`src/rtl/prt_ingress_writer.sv`:
```
// prt_ingress_writer: turns a framed byte stream from the receive MAC into the
// PRT start/write/finish handshake, truncates frames longer than MAX_LEN,
// reports each committed frame and keeps saturating statistics counters.
// Optional feature macro: PRT_INGRESS_DROP_EN (discard whole frames while the
// PRT has no free slot instead of backpressuring the MAC).
module prt_ingress_writer #(
    parameter int MAX_LEN = 1500,
    parameter int SLOT_W  = 1,
    parameter int CNT_W   = 16
) (
    input  logic              CLK,
    input  logic              RST_N,
    input  logic [7:0]        s_data,
    input  logic              s_valid,
    input  logic              s_last,
    output logic              s_ready,
    output logic              EN_start_writing_prt_entry,
    input  logic              RDY_start_writing_prt_entry,
    input  logic [SLOT_W-1:0] start_writing_prt_entry,
    input  logic              is_prt_slot_free,
    output logic [7:0]        write_prt_entry_data,
    output logic              EN_write_prt_entry,
    input  logic              RDY_write_prt_entry,
    output logic              EN_finish_writing_prt_entry,
    input  logic              RDY_finish_writing_prt_entry,
    output logic              frame_done,
    output logic [SLOT_W-1:0] frame_slot,
    output logic [10:0]       frame_len,
    output logic              frame_trunc,
    output logic [CNT_W-1:0]  cnt_ok,
    output logic [CNT_W-1:0]  cnt_trunc,
    output logic [CNT_W-1:0]  cnt_drop
);
    localparam int LEN_W = 11;
    localparam logic [LEN_W-1:0] MAX_LEN_L = LEN_W'(MAX_LEN);
    localparam int CNT_OK    = 0;
    localparam int CNT_TRUNC = 1;
`ifdef PRT_INGRESS_DROP_EN
    localparam int CNT_DROP  = 2;
    localparam int NUM_CNT   = 3;
`else
    localparam int NUM_CNT   = 2;
`endif

    typedef enum logic [2:0] {
        ST_IDLE   = 3'd0,
        ST_DATA   = 3'd1,
        ST_FINISH = 3'd2,
        ST_DRAIN  = 3'd3,
        ST_DROP   = 3'd4
    } state_t;

    state_t state_q, state_d;

    logic [LEN_W-1:0]  len_q, len_d;
    logic [SLOT_W-1:0] slot_q, slot_d;
    logic              trunc_q, trunc_d;

    logic              done_q;
    logic [SLOT_W-1:0] fslot_q;
    logic [LEN_W-1:0]  flen_q;
    logic              ftrunc_q;

    logic byte_acc;
    logic len_hit;
    logic fin_hs;

    // A byte is consumed into the PRT only in DATA while the PRT accepts it.
    assign byte_acc = (state_q == ST_DATA) && s_valid && RDY_write_prt_entry;
    // This byte would be the MAX_LEN-th byte of the frame.
    assign len_hit  = ((len_q + LEN_W'(1)) == MAX_LEN_L);
    assign fin_hs   = (state_q == ST_FINISH) && RDY_finish_writing_prt_entry;

    // State register
    always_ff @(posedge CLK or negedge RST_N) begin
        if (!RST_N) begin
            state_q <= ST_IDLE;
        end else begin
            state_q <= state_d;
        end
    end

    // Next-state logic
    always_comb begin
        state_d = state_q;
        case (state_q)
            ST_IDLE: begin
                if (s_valid && RDY_start_writing_prt_entry) begin
                    state_d = ST_DATA;
                end
`ifdef PRT_INGRESS_DROP_EN
                else if (s_valid && !is_prt_slot_free) begin
                    state_d = ST_DROP;
                end
`endif
            end
            ST_DATA: begin
                if (byte_acc && (s_last || len_hit)) begin
                    state_d = ST_FINISH;
                end
            end
            ST_FINISH: begin
                if (RDY_finish_writing_prt_entry) begin
                    state_d = trunc_q ? ST_DRAIN : ST_IDLE;
                end
            end
            ST_DRAIN, ST_DROP: begin
                // s_ready is high here, so a valid last byte is always accepted
                if (s_valid && s_last) begin
                    state_d = ST_IDLE;
                end
            end
            default: state_d = ST_IDLE;
        endcase
    end

    // Handshake outputs; EN_start is gated by RST_N so reset forces every output low
    always_comb begin
        s_ready                     = 1'b0;
        EN_start_writing_prt_entry  = 1'b0;
        EN_write_prt_entry          = 1'b0;
        EN_finish_writing_prt_entry = 1'b0;
        write_prt_entry_data        = '0;
        case (state_q)
            ST_IDLE: begin
                EN_start_writing_prt_entry = RST_N && s_valid && RDY_start_writing_prt_entry;
            end
            ST_DATA: begin
                s_ready              = RDY_write_prt_entry;
                EN_write_prt_entry   = s_valid && RDY_write_prt_entry;
                write_prt_entry_data = s_data;
            end
            ST_FINISH: begin
                EN_finish_writing_prt_entry = RDY_finish_writing_prt_entry;
            end
            ST_DRAIN, ST_DROP: begin
                s_ready = 1'b1;
            end
            default: ;
        endcase
    end

    // Per-frame length, slot and truncation bookkeeping
    always_comb begin
        len_d   = len_q;
        slot_d  = slot_q;
        trunc_d = trunc_q;
        if (state_q == ST_IDLE) begin
            len_d   = '0;
            trunc_d = 1'b0;
        end else if (byte_acc) begin
            len_d = len_q + LEN_W'(1);
            // The PRT presents the chosen slot for the whole write phase
            if (len_q == '0) begin
                slot_d = start_writing_prt_entry;
            end
            if (!s_last && len_hit) begin
                trunc_d = 1'b1;
            end
        end
    end

    // Frame bookkeeping registers
    always_ff @(posedge CLK or negedge RST_N) begin
        if (!RST_N) begin
            len_q   <= '0;
            slot_q  <= '0;
            trunc_q <= 1'b0;
        end else begin
            len_q   <= len_d;
            slot_q  <= slot_d;
            trunc_q <= trunc_d;
        end
    end

    // Committed-frame report, held until the next commit
    always_ff @(posedge CLK or negedge RST_N) begin
        if (!RST_N) begin
            done_q   <= 1'b0;
            fslot_q  <= '0;
            flen_q   <= '0;
            ftrunc_q <= 1'b0;
        end else begin
            done_q <= fin_hs;
            if (fin_hs) begin
                fslot_q  <= slot_q;
                flen_q   <= len_q;
                ftrunc_q <= trunc_q;
            end
        end
    end

    assign frame_done  = done_q;
    assign frame_slot  = fslot_q;
    assign frame_len   = flen_q;
    assign frame_trunc = ftrunc_q;

    logic [NUM_CNT-1:0]            cnt_inc;
    logic [NUM_CNT-1:0][CNT_W-1:0] cnt_all;

    assign cnt_inc[CNT_OK]    = fin_hs;
    assign cnt_inc[CNT_TRUNC] = fin_hs && trunc_q;
`ifdef PRT_INGRESS_DROP_EN
    assign cnt_inc[CNT_DROP]  = (state_q == ST_DROP) && s_valid && s_last;
`endif

    genvar gi;
    generate
        for (gi = 0; gi < NUM_CNT; gi++) begin : g_cnt
            logic [CNT_W-1:0] cnt_q, cnt_d;

            // Saturating increment: holds at all-ones
            always_comb begin
                cnt_d = cnt_q;
                if (cnt_inc[gi] && (cnt_q != '1)) begin
                    cnt_d = cnt_q + CNT_W'(1);
                end
            end

            // Counter register
            always_ff @(posedge CLK or negedge RST_N) begin
                if (!RST_N) begin
                    cnt_q <= '0;
                end else begin
                    cnt_q <= cnt_d;
                end
            end

            assign cnt_all[gi] = cnt_q;
        end
    endgenerate

    assign cnt_ok    = cnt_all[CNT_OK];
    assign cnt_trunc = cnt_all[CNT_TRUNC];
`ifdef PRT_INGRESS_DROP_EN
    assign cnt_drop  = cnt_all[CNT_DROP];
`else
    assign cnt_drop  = '0;
    // Slot availability only matters when frames may be dropped
    logic unused_slot_free;
    assign unused_slot_free = is_prt_slot_free;
`endif

endmodule

```
`config.mk`:
```
export PLATFORM = sky130hd
export DESIGN_NAME = prt_ingress_writer
export DESIGN_NICKNAME = d
export VERILOG_FILES = /design/src/rtl/prt_ingress_writer.sv
export SDC_FILE = /design/constraint.sdc
export NUM_CORES = 1
export LEC_CHECK = 0
export BUFFER_PORTS_ARGS = -buffer_cell sky130_fd_sc_hd__buf_4
export CAP_MARGIN = 20
export CELL_PAD_IN_SITES_DETAIL_PLACEMENT = 2
export CELL_PAD_IN_SITES_GLOBAL_PLACEMENT = 2
export CORE_MARGIN = 2
export CORE_UTILIZATION = 34
export DETAILED_ROUTE_END_ITERATION = 16
export GPL_TIMING_DRIVEN = 0
export PLACE_DENSITY = 0.85
export SLEW_MARGIN = 20
export SYNTH_ARGS = -nofsm -noshare
export SYNTH_HDL_FRONTEND = slang
export SYNTH_SLANG_ARGS = --single-unit
```
`constraint.sdc`:
```
create_clock -name CLK -period 4.1 [get_ports CLK]
set_clock_uncertainty 0.05 [all_clocks]
set_input_delay 0.82 -clock CLK [delete_from_list [all_inputs] [get_ports CLK]]
set_output_delay 0.82 -clock CLK [all_outputs]
set_load 0.005 [all_outputs]
```
* After elaboration in Yosys (flattened, before gate mapping)
Index checks and enable logic that the tools add are counted.
Operators by class: $add $sub $neg 3, eq/ne operators 11, multiplexer cells 16, bitwise operators 1, reductions and logical operators 23
Operator list (number):
- adder 16 x 1 -> 16 bit, second input constant | 2
- != test 16 bit, second input constant | 2
- two-way mux 11 bit | 2
- logical AND 1 bit | 13
- two-way mux 3 bit | 4
- one-hot mux 3 bit (4 select lines) | 1
- adder 11 x 1 -> 11 bit, second input constant | 1
- equality test 11 bit, second input constant | 1
- logical NOT 11 bit | 1
- two-way mux 8 bit | 1
- equality test 3 x 2 -> 1 bit, second input constant | 2
- two-way mux 1 bit | 6
- != test 2 bit, second input constant | 3
- AND reduction 4 bit | 1
- nonzero test 2 bit | 2
- equality test 3 x 1 -> 1 bit, second input constant | 1
- equality test 3 bit, second input constant | 1
- logical NOT 3 bit | 1
- AND reduction 3 bit | 1
- two-way mux 2 bit | 1
- != test 2 x 1 -> 1 bit, second input constant | 1
- one-hot mux 1 bit (2 select lines) | 1
- AND reduction 2 bit | 1
- OR reduction 2 bit | 1
- 3 further kinds | 3
Word-level totals: register bits after elaboration 62, bits of input ports 17

* Depth between registers and ports, before layout
depth after elaboration 6, depth in mapped cells 6, gate-level depth less buffers 5

* Worst setup path after synthesis
Ideal clock, no wire load.
path type input-to-output, start input port RDY_finish_writing_prt_entry, end output port EN_finish_writing_prt_entry, arrival 1301 ps, required time 3230 ps, slack 1929 ps, stages 3, buffers on the path 1, cell sequence nand3b_1 > inv_2 > clkbuf_1
Between the ends: longest elaborated chain between the ends 1
Ends and longest elaborated chain:
- start, declared | line 25 | input logic RDY_finish_writing_prt_entry,
- two-way mux 1 bit | line 124 | case (state_q)
- end, declared | line 24 | output logic EN_finish_writing_prt_entry,
No other way between the ends.

* Final worst setup path
start input port RST_N, end output port EN_start_writing_prt_entry
Between the ends: longest elaborated chain between the ends 3
Ends and longest elaborated chain:
- start, declared | line 12 | input logic RST_N,
- logical AND 1 bit (2 in a row) | line 126 | EN_start_writing_prt_entry = RST_N && s_valid && RDY_start_writing_prt_entry;
- two-way mux 1 bit | line 124
- end, declared | line 17 | output logic EN_start_writing_prt_entry,
No other way between the ends.

==> impl_metrics.yaml <==
routing:
  drt-wirelength-per-cell_microns: 17.08
  vias_per_cell: 5.103
  vias: 2720
  drc: 0
  first_pass_iters: 3
  wl_microns: 9106
  drt_iter0_drc: 53
  ant_nets: 0
finish:
  fin_nets: 439
  fillCellCount: 1041
  syn2layout_area_growth_pct: 29.36
  seq_area_sq_um: 1526
  n_antenna_cell: 0
  fin_util_pct: 44.67
  multi_input_area_sq_um: 1488
  layout-drive-gt1-share_pct: 27.73
run_status:
  outcome: "complete, no violations"
power:
  vdd_drop_max_uv: 159.9
  finalPower_mw: 1.647
  p_leak_nw: 2.187
  powerDensity_nw_per_um2: 404.8
floorplanning:
  die_y_microns: 100.2
  io_pins: 91
  rows: 35
  die_area_sq_um: 10040
  initial_core_util_pct: 34.53
  core_area_sq_um: 9109
  die_w_microns: 100.2
logic_synthesis:
  synth_cell_type_count: 45
  syn-instance-count: 319
  async_reset_ff_share_pct: 100.0
  yosysSeqAreaShare_pct: 48.53
  avgSynthCellArea_sq_um: 9.861
  yosys_warnings: 0
  ys_ff_latch: 61
  synth_edf_count: 0
  ys_dominant_reg_cell: "dfrtp_1"
  synth_area_sq_um: 3146
worst_setup_path:
  ff2ff_path_depth: 6
  critPathBufInv: 2
  critPathKind: "input pin to output port"
  path_depth: 3
  worstPathArrival_ns: 1.92
  slowest_delay_ns: 0.60
  crit_path_frequent_cell: "buf_4"
  start_kind: "input pin"
  end_kind: "output port"
  required_ns: 3.23
  crit_chain: "buf_4, and4_1, buf_4"
  cp_slowest_cell: "buf_4"
  worstPathMaxFanout: 62
  path_delay_family: "buffers and inverters"
global_routing:
  grt_util_all_layers_pct: 18.84
  first_global_vias: 2949
  grt-ovfl-total: 0
  grt_max_degree: 63
  grt_pass1_wl_microns: 14830
  antenna_found_initial: 0
timing:
  slew_violations: 0
  slew_headroom_pct: 43.18
  tightestPinTransition_ns: 0.8524
  post-route-period-util_pct: 68.03
  rsz0062_at_grt: "no"
  hold_viol: 0
  setup_tns_ns: 0
  setup_viol: 0
  max_freq_mhz: 358.5
  period_minus_slack_ns: 2.789
clocking:
  postCtsHoldBufs: 0
  cts_buffer_depth: 2
  cts_num_sinks: 61
  cts_setup_buffers: 0
  root_buffer: "clkbuf_8"
  insertion_delay_ns: 0.34
  h-tree-depth: 3
  clkTransAtPathRegs_ns: 0.08
  numCtsBuffers: 9
  cts_resized: 0
  cts_tree: "done"
flow_run:
  maxCapViolCount: 0
placed_design:
  post-dp-hpwl_microns: 6690
  buffer_ports.inserted: 73
  gp_congestion: 0.7516
min_path:
  min_path_type: "flip-flop to flip-flop"
  whs_path_depth: 2
power breakdown:
| part | switching, mW | total [mW] | internal [mW] |
|---|---|---|---|
| Combinational | 0.233 | 0.435 | 0.202 |
| Sequential | 0.0447 | 0.700 | 0.656 |
| Clock | 0.237 | 0.511 | 0.274 |
| Total | 0.515 | 1.65 | 1.13 |
metrics by stage:
| stage | instances | cell area, sq um | worst slack [ns] | hold slack [ns] |
|---|---|---|---|---|
| after floorplan | 334 | 3202 | 1.929 | 0.3848 |
| after global placement | 518 | 3889 | 1.302 | 0.4009 |
| after detailed placement | 518 | 3889 | 1.281 | 0.4198 |
| after CTS | 533 | 4069 | 1.281 | 0.4381 |
| after global routing | 533 | 4069 | 1.189 | 0.4680 |
| final | 533 | 4069 | 1.311 | 0.4315 |
tightest hold or removal path, stage by stage (launching register included):
cell     delay [ns]
dfrtp_1        0.35
nand2_1        0.05
nand2_1        0.05
worst paths after layout:
check                             start                         end  slack (ns)
setup reg to reg             state_q[1]                      slot_q        2.11
min in group asynchronous         RST_N                frame_len[3]        0.51
setup / recovery                  RST_N  EN_start_writing_prt_entry        1.31
hold / removal             frame_len[7]                frame_len[7]        0.43
hold reg to reg            frame_len[7]                frame_len[7]        0.43
max in group asynchronous         RST_N                    len_q[2]        2.89
registers in the layout, summed over array words and instances, names as in the netlist:
name	count
state_q	2
len_q	11
trunc_q	1
frame_done	1
frame_len	11
slot_q	1
cnt_ok	16
frame_trunc	1
frame_slot	1
cnt_trunc	16
metal layers:
layer  global-route usage, %  wire length (microns)  vias to the layer above
met1                   22.21                   3863                     1386
li1                        -                      -                     1279
met5                       0                      0                        -
met4                   6.849                     90                        0
met2                   34.02                   4834                       49
met3                   3.552                    317                        6
synth_stat cells (3+ instances only):
| cell | number | share of area [%] |
|---|---|---|
| ha_1 | 4 | 1.6 |
| nor4_1 | 3 | 0.60 |
| nor2b_1 | 3 | 0.60 |
| nand4_1 | 13 | 2.6 |
| and3_1 | 9 | 1.8 |
| buf_4 | 16 | 3.8 |
| xor2_1 | 24 | 6.7 |
| nand3_1 | 14 | 2.2 |
| o21ai_0 | 16 | 2.5 |
| inv_1 | 6 | 0.72 |
| dfrtp_1 | 61 | 49 |
| nor3_1 | 13 | 2.1 |
| nor3b_1 | 3 | 0.72 |
| nor2_1 | 13 | 1.6 |
| buf_2 | 3 | 0.48 |
| xnor2_1 | 6 | 1.7 |
| and4_1 | 5 | 1.4 |
| clkbuf_1 | 7 | 0.84 |
| and2_1 | 9 | 1.8 |
| a21oi_1 | 7 | 1.1 |
| nand2_1 | 52 | 6.2 |
kinds of logic (layout without fill, tap and decap cells):
group,after synthesis,after routing,share of synthesized area [%]
and+or+nand+nor,151,151,27.21
DFF,61,61,48.53
AOI/OAI and AO/OA,34,34,6.404
buffers and inverters,33,121,5.967
xor gates and xnor gates,30,30,8.353
muxes,5,5,1.830
adders and majority gates,4,4,1.591
other,1,16,0.1192
layout make-up:
class	count	area share, %
buffer	26	3.967
clock buffer	10	3.137
multi-input combinational	240	36.56
clock inverter	5	1.292
tap	111	3.413
timing repair buffer	73	13.47
inverter	7	0.6458
sequential	61	37.52
layout by cell type, fill, tap and decap left out, drive strengths merged, types with 7 or more instances in the layout:
master | synthesis | final
nor3 | 13 | 13
buf | 19 | 92
and2 | 9 | 9
a21oi | 7 | 7
nand3 | 14 | 14
nand4 | 16 | 16
clkbuf | 7 | 17
xor2 | 24 | 24
o21ai | 16 | 16
nor2 | 14 | 14
dfrtp | 61 | 61
and3 | 9 | 9
inv | 7 | 7
nand2 | 52 | 52
conb | 1 | 16
(Power assumes the default switching activity.)
